--- src/rtl/lcb_answer_ctrl.sv ---
// Frame-qualified RS485 answer sequencer: A5/addr/cmd request -> turnaround -> guarded ROM byte stream to UART TX.
// One tx_start per byte, gated on tx_busy; rx input ignored while our own answer is on the line.
module lcb_answer_ctrl #(
  parameter logic [7:0] HDR       = 8'hA5,
  parameter logic [7:0] NODE_ADDR = 8'h05,
  parameter int         ANS_LEN   = 32,
  parameter int         TURN_CYC  = 80,
  parameter int         GUARD_CYC = 40,
  parameter int         GAP_CYC   = 800
) (
  input  logic       clk,
  input  logic       rst,
  input  logic       rx_valid,
  input  logic [7:0] rx_data,
  output logic [4:0] rom_addr,
  input  logic [7:0] rom_data,
  output logic       tx_start,
  output logic [7:0] tx_byte,
  input  logic       tx_busy,
  output logic       dir_tx,
  output logic       dir_rx,
  output logic       busy,
  output logic       frame_err,
  output logic [7:0] req_cnt
);

  localparam int MAXC = (GAP_CYC > TURN_CYC) ? ((GAP_CYC > GUARD_CYC) ? GAP_CYC : GUARD_CYC)
                                             : ((TURN_CYC > GUARD_CYC) ? TURN_CYC : GUARD_CYC);
  localparam int CW = $clog2(MAXC + 1);

  localparam logic [CW-1:0] TURN_LAST  = CW'(TURN_CYC - 1);
  localparam logic [CW-1:0] GUARD_LAST = CW'(GUARD_CYC - 1);
  localparam logic [CW-1:0] GAP_LAST   = CW'(GAP_CYC - 1);
  localparam logic [5:0]    FULL_LEN   = 6'(ANS_LEN);
  localparam logic [4:0]    STAT_ADDR  = 5'(ANS_LEN - 1);

  typedef enum logic [3:0] {
    S_IDLE, S_ADDR, S_CMD, S_TURN, S_PRE, S_FETCH, S_START, S_WAIT, S_POST
  } state_t;

  state_t        state_q, state_d;
  logic [CW-1:0] cnt_q, cnt_d;
  logic [4:0]    addr_q, addr_d;
  logic [5:0]    rem_q, rem_d;
  logic [7:0]    txb_q, txb_d;
  logic          ferr_q, ferr_d;
  logic [7:0]    req_q, req_d;
  logic          gap_hit;

  assign gap_hit = (cnt_q == GAP_LAST);

  always_ff @(posedge clk) begin
    if (rst) begin
      state_q <= S_IDLE;
      cnt_q   <= '0;
      addr_q  <= '0;
      rem_q   <= '0;
      txb_q   <= '0;
      ferr_q  <= 1'b0;
      req_q   <= '0;
    end else begin
      state_q <= state_d;
      cnt_q   <= cnt_d;
      addr_q  <= addr_d;
      rem_q   <= rem_d;
      txb_q   <= txb_d;
      ferr_q  <= ferr_d;
      req_q   <= req_d;
    end
  end

  always_comb begin
    state_d = state_q;
    addr_d  = addr_q;
    rem_d   = rem_q;
    txb_d   = txb_q;
    ferr_d  = 1'b0;
    req_d   = req_q;
    case (state_q)
      S_IDLE: begin
        if (rx_valid && rx_data == HDR) state_d = S_ADDR;
      end
      // A foreign node address is not an error: the frame simply isn't ours.
      S_ADDR: begin
        if (rx_valid) begin
          state_d = (rx_data == NODE_ADDR) ? S_CMD : S_IDLE;
        end else if (gap_hit) begin
          state_d = S_IDLE;
          ferr_d  = 1'b1;
        end
      end
      S_CMD: begin
        if (rx_valid) begin
          if (rx_data == 8'h01) begin
            addr_d  = '0;
            rem_d   = FULL_LEN;
            req_d   = req_q + 8'd1;
            state_d = S_TURN;
          end else if (rx_data == 8'h02) begin
            addr_d  = STAT_ADDR;
            rem_d   = 6'd1;
            req_d   = req_q + 8'd1;
            state_d = S_TURN;
          end else begin
            ferr_d  = 1'b1;
            state_d = S_IDLE;
          end
        end else if (gap_hit) begin
          ferr_d  = 1'b1;
          state_d = S_IDLE;
        end
      end
      S_TURN: begin
        if (cnt_q == TURN_LAST) state_d = S_PRE;
      end
      S_PRE: begin
        if (cnt_q == GUARD_LAST) state_d = S_FETCH;
      end
      S_FETCH: state_d = S_START;
      S_START: begin
        txb_d   = rom_data;
        state_d = S_WAIT;
      end
      // First WAIT cycle (cnt_q==0) ignores tx_busy, which may not have risen yet.
      S_WAIT: begin
        if (cnt_q != '0 && !tx_busy) begin
          if (rem_q > 6'd1) begin
            rem_d   = rem_q - 6'd1;
            addr_d  = addr_q + 5'd1;
            state_d = S_FETCH;
          end else begin
            state_d = S_POST;
          end
        end
      end
      S_POST: begin
        if (cnt_q == GUARD_LAST) state_d = S_IDLE;
      end
      default: state_d = S_IDLE;
    endcase

    cnt_d = cnt_q;
    if (state_d != state_q || state_q == S_IDLE) begin
      cnt_d = '0;
    end else if (cnt_q != '1) begin
      cnt_d = cnt_q + 1'b1;
    end
  end

  always_comb begin
    dir_tx    = (state_q == S_PRE) || (state_q == S_FETCH) || (state_q == S_START) ||
                (state_q == S_WAIT) || (state_q == S_POST);
    dir_rx    = ~dir_tx;
    tx_start  = (state_q == S_START);
    tx_byte   = tx_start ? rom_data : txb_q;
    busy      = (state_q != S_IDLE);
    frame_err = ferr_q;
    req_cnt   = req_q;
    rom_addr  = addr_q;
  end

endmodule

--- config.mk ---
export PLATFORM = sky130hd
export DESIGN_NAME = lcb_answer_ctrl
export DESIGN_NICKNAME = d
export VERILOG_FILES = /design/src/rtl/lcb_answer_ctrl.sv
export SDC_FILE = /design/constraint.sdc
export NUM_CORES = 1
export LEC_CHECK = 0
export ABC_AREA = 0
export CAP_MARGIN = 10
export CORE_ASPECT_RATIO = 1.4
export CORE_MARGIN = 2
export CORE_UTILIZATION = 52
export DETAILED_ROUTE_END_ITERATION = 8
export GPL_TIMING_DRIVEN = 0
export PLACE_DENSITY = 0.77
export SLEW_MARGIN = 10
export SYNTH_ARGS = -nofsm -noshare
export SYNTH_HDL_FRONTEND = slang
export SYNTH_SLANG_ARGS = --single-unit
--- constraint.sdc ---
create_clock -name clk -period 3 [get_ports clk]
set_input_delay 0.6 -clock clk [delete_from_list [all_inputs] [get_ports clk]]
set_output_delay 0.6 -clock clk [all_outputs]
set_load 0.1 [all_outputs]
Yosys cells after proc, flatten, opt, wreduce, memory -nomap -nowiden --
Cells that the tools add are included.
Cells by class: multiplexer cells 34, $lt $le $gt $ge 1, reductions and logical operators 16, equality and inequality tests 21, $add $sub $neg 4, bitwise logic cells 1
Operator list (number):
- 2-to-1 mux 4 bit | 9
- case mux 4 bit (9 select lines) | 1
- 2-to-1 mux 6 bit | 5
- 2-to-1 mux 5 bit | 5
- 2-to-1 mux 8 bit | 3
- equality test 4 x 3 -> 1 bit, second input constant | 4
- case mux 6 bit (2 select lines) | 1
- adder 10 x 1 -> 10 bit, second input constant | 1
- equality test 10 bit, second input constant | 1
- equality test 10 x 6 -> 1 bit, second input constant | 1
- equality test 10 x 7 -> 1 bit, second input constant | 1
- inequality test 10 bit, second input constant | 1
- case mux 5 bit (2 select lines) | 1
- nonzero test 10 bit | 1
- adder 8 x 1 -> 8 bit, second input constant | 1
- equality test 4 x 2 -> 1 bit, second input constant | 2
- equality test 8 x 1 -> 1 bit, second input constant | 1
- equality test 8 x 2 -> 1 bit, second input constant | 1
- equality test 8 x 3 -> 1 bit, second input constant | 1
- equality test 8 bit, second input constant | 1
- greater-than comparator 6 x 1 -> 1 bit, second input constant | 1
- 2-to-1 mux 2 bit | 3
- inequality test 2 bit, second input constant | 3
- subtractor 6 x 1 -> 6 bit, second input constant | 1
- other kinds (17) | 27
Storage, ports and cells: bits of input ports 20, logic and storage cells 84, register bits after elaboration 42, output and inout bits 26

Depth between registers and ports, before layout --
Gate-level depths: netlist of the first run.
word-level depth 8, gate-level depth with buffers 9, gate-level depth less buffers 8

Worst setup path before layout of the first run --
Ideal clock, no wire load.
path type reg2out, start point reg state_q[0], end point out tx_byte[0], cell stages (with the launch flop) 5, path slack -621 ps, required time 2400 ps, arrival time 3021 ps, buffers on the path 1, cell sequence dfxtp_1 -> buf_2 -> nand2b_1 -> nor2_1 -> mux2_2
On the way: longest elaborated chain between the ends 2
Ends and longest elaborated chain:
- start, declared | line 41 | state_t state_q, state_d;
- start signal, assigned | line 62 | state_q <= state_d;
- equality test 4 x 3 -> 1 bit | line 154 | tx_start = (state_q == S_START);
- net tx_start | line 17 | output logic tx_start,
- 2-to-1 mux 8 bit
- end, declared | line 18 | output logic [7:0] tx_byte,
The timed path passes the listed nets, and every way through them passes these cells.

Final worst setup path of the first run --
start point reg state_q[1], end point out tx_byte[3]
On the way: longest elaborated chain between the ends 2
Ends and longest elaborated chain (line):
- equality test 4 x 3 -> 1 bit | 154
- 2-to-1 mux 8 bit
Every way passes these cells.

==> reports/metrics.cfg, run 1 <==
[min_path]
hp-start = rom_addr[4]$_SDFFE_PP0P_
hold_class = flop to flop
holdPathEnd = rom_addr[4]$_SDFFE_PP0P_
holdPathStages = 2

[setup_path]
cp_max_fo = 9
r2r-start = cnt_q[0]$_SDFFE_PP0P_
crit_chain = buf_2 > nand2b_1 > nor2_4 > mux2_2 > clkdlybuf4s15_2
critical-path-top-delay-family = buffers and inverters
cpMaxStageDelayCell = clkdlybuf4s15_2
cp-start-kind = flop
endpoint_kind = output pin
required_ns = 2.40
arrival_ns = 2.21
r2r.worst_path.cells = 8
critPathBufInv = 2
r2r-end = cnt_q[1]$_SDFFE_PP0P_
critPathMaxStageDelay_ns = 0.47
reg2reg_setup_slack_ns = 0.73
critPathKind = flop to output pin

[drt]
drt-initial-drc-count = 144
avgViaCountPerCell = 5.44
drt_wl_total_um = 5190
drc = 0
wl_per_cell_um = 13.3
vias = 2128
ant_nets = 0
firstDrtPassIters = 4

[clock_network]
cts_setup_buffers = 0
clk_pin_slew_ns = 0.08
clock-sinks = 42
numCtsBuffers = 5
cts.htree.levels = 2
cts_tree = built
clockRootBuffer = clkbuf_8
ctsHoldBuffers = 0
clk_latency_ns = 0.29
clockBufferDepth = 2

[yosys]
ys_warn_count = 0
synth_area_per_cell_um2 = 8.70
synth-simple-area-share_pct = 31.8
ys_seq_area_share_pct = 35.0
synth_adder_area_share_pct = 3.13
synth_top_family_by_area = simple AND/OR/NAND/NOR gates
synth_area_um2 = 2400
async_reset_ff_share_pct = 0
ys_ff_latch = 42
synth.area.mux_share_pct = 5.00
synth_ff_type = dfxtp_1
synth_compound_area_share_pct = 13.6
synth_edf_count = 0
synth_nets = 302
synth_xor_area_share_pct = 7.34
ys_types = 54
netlist_instances = 276

[floorplan]
rows = 29
die_x_um = 61.4
fp.dieH_um = 84.4
pin_count = 46
coreArea_um2 = 4500
start_util_pct = 53.4
dieArea_um2 = 5190

[place]
placed_area_um2 = 2930
io_buffers = 45
gp_congestion = 0.881
place_ws_ns = -0.118
dp_hpwl_um = 3900
dp_cells = 383

[final_layout]
ff_latch_area_um2 = 841
nets = 354
fin_area_um2 = 3040
antenna_cells = 0
nFillCells = 419
syn_to_final_growth_pct = 26.6
drive_gt1_share_pct = 17.0
final_cells = 391
multiInputGateArea_um2 = 1470
final_util_pct = 67.6

[sta]
rsz0062_at_grt = false
setup_ws_ns = 0.193
fmax_mhz = 356
finalCritPeriodShare_pct = 93.6
maxSlewHeadroom_pct = 35.1
skew_ns = 0.00666
hold_viol = 0
fin_tns_setup_ns = 0
holdWs_ns = 0.475
fin_crit_ns = 2.81
slew_viol_final = 0
tightest_slew_ns = 0.970
setup_viol = 0

[power_and_ir_drop]
power.density_nw_per_um2 = 344
clockPowerShare_pct = 42.5
switching_share_pct = 20.5
internal_power_mw = 0.833
pwr-share-comb_pct = 4.3
vdd_drop_max_uv = 268
p_leak_nw = 1.11
power_mw = 1.05
switching_power_mw = 0.215
p_seq_share_pct = 53.2

[grt]
grt_max_degree = 15
grt_pass1_wl_um = 8850
first_global_vias = 2035
grt_overflow_total = 0
grtUsageTotal_pct = 22.0
antenna_found_initial = 0

[flow_run]
drv_cap = 0

[run_status]
outcome = complete, no violations

==> power groups by stage <==
stage               Sequential, mW  Combinational, mW  Clock [mW]
finish                       0.557             0.0452       0.446
global route                 0.557             0.0485       0.483
detailed placement           0.570             0.0453           0
floorplan                    0.570             0.0136           0
global placement             0.570             0.0446           0
CTS                          0.557             0.0454       0.458
==> cells in the final DEF (no fill, tap or decap), types with 4 or more instances in the layout <==
cell / instances
xnor2_1: 4
nor3_2: 5
nor2_1: 28
nand2b_1: 6
nand3_1: 12
a211oi_1: 4
mux2_2: 8
clkbuf_8: 5
a21oi_1: 13
clkbuf_1: 5
clkdlybuf4s50_1: 33
o21ai_0: 7
nor3_1: 17
nor2b_1: 13
buf_2: 5
nand2_1: 19
ha_1: 6
inv_1: 9
xor2_1: 13
and3_1: 4
nand4_1: 8
clkdlybuf4s15_2: 7
or3_1: 5
dfxtp_1: 42
==> final cells by class <==
cell class | instances | share of cell area, %
Sequential cell | 42 | 27.6
Timing Repair Buffer | 45 | 14.5
Multi-Input combinational cell | 213 | 48.3
Clock inverter | 3 | 1.44
Inverter | 9 | 1.11
Clock buffer | 5 | 2.26
Buffer | 12 | 2.18
Tap cell | 62 | 2.55
==> worst max-delay path by stage <==
stage                                from    endpoint  slack [ns]  cells after the start
floorplan           state_q[0]$_SDFF_PP0_  tx_byte[0]        0.04                      4
global placement    state_q[1]$_SDFF_PP0_  tx_byte[6]       -0.12                      5
detailed placement  state_q[1]$_SDFF_PP0_  tx_byte[6]       -0.12                      5
CTS                 state_q[1]$_SDFF_PP0_  tx_byte[6]       -0.17                      5
global route        state_q[1]$_SDFF_PP0_      dir_rx        0.06                      7
finish              state_q[1]$_SDFF_PP0_  tx_byte[3]        0.19                      5
==> registers in the layout (all words and copies together) (netlist names) <==
register	cells
rem_q	6
state_q	4
req_cnt	8
rom_addr	5
frame_err	1
cnt_q	10
txb_q	8
==> what timing repair did <==
action,CTS,global route
resized for setup,26,7
gates cloned,0,0
setup endpoints to repair,12,10
==> worst reg2reg max path: cells and delay by family, from the launching register on <==
family                   cells  cell delay (ns)
flip-flops                   1             0.39
buffers and inverters        1             0.06
adder cells (fa/ha/maj)      1             0.18
AO/OA/AOI/OAI                3             1.02
AND/OR/NAND/NOR              3             0.48
==> logic make-up (layout without fill, tap and decap cells) <==
logic type	count (synthesis)	count (layout)
AOI/OAI and AO/OA	43	43
DFF	42	42
muxes	11	11
buffers and inverters	21	74
and+or+nand+nor	135	135
adders and majority gates	6	6
xor gates and xnor gates	18	18
==> routing by layer <==
| metal | up-vias | global-route usage [%] | wire, um |
|---|---|---|---|
| met3 | 5 | 4.78 | 145 |
| met1 | 998 | 25.6 | 2150 |
| met5 | - | 0 | 0 |
| met4 | 0 | 7.35 | 52 |
| li1 | 1096 | - | - |
| met2 | 29 | 38.6 | 2850 |
==> Yosys cell counts, types with 2 or more instances <==
master	instances	area, um2
a31oi_1	3	18.8
buf_2	5	25.0
a311o_1	2	20.0
nand4_1	8	50.1
nor2_1	29	109
nor3_1	17	85.1
nor2b_1	13	81.3
a211oi_2	2	25.0
inv_1	9	33.8
xor2_1	13	114
a211oi_1	4	30.0
xnor2_1	4	35.0
mux2i_1	3	30.0
ha_1	6	75.1
nand2_1	19	71.3
nor3_2	5	50.1
nand2b_1	6	37.5
or3_1	5	31.3
mux2_2	8	90.1
nand3_1	12	60.1
a21oi_1	13	65.1
nor3b_1	2	15.0
buf_6	2	22.5
clkbuf_1	5	18.8
o21ai_0	7	35.0
or2_2	2	12.5
dfxtp_1	42	841
and3_1	4	25.0
Power figures use the tool's default switching activity.
==> inputs of run 2 (changes only) <==
--- a/config.mk
+++ b/config.mk
@@ -13,7 +13,6 @@
 export DETAILED_ROUTE_END_ITERATION = 8
 export GPL_TIMING_DRIVEN = 0
 export PLACE_DENSITY = 0.77
-export SLEW_MARGIN = 10
 export SYNTH_ARGS = -nofsm -noshare
 export SYNTH_HDL_FRONTEND = slang
 export SYNTH_SLANG_ARGS = --single-unit
==> results of run 2 <==
No change in the layout: final DEF, timing and power equal those of run 1.
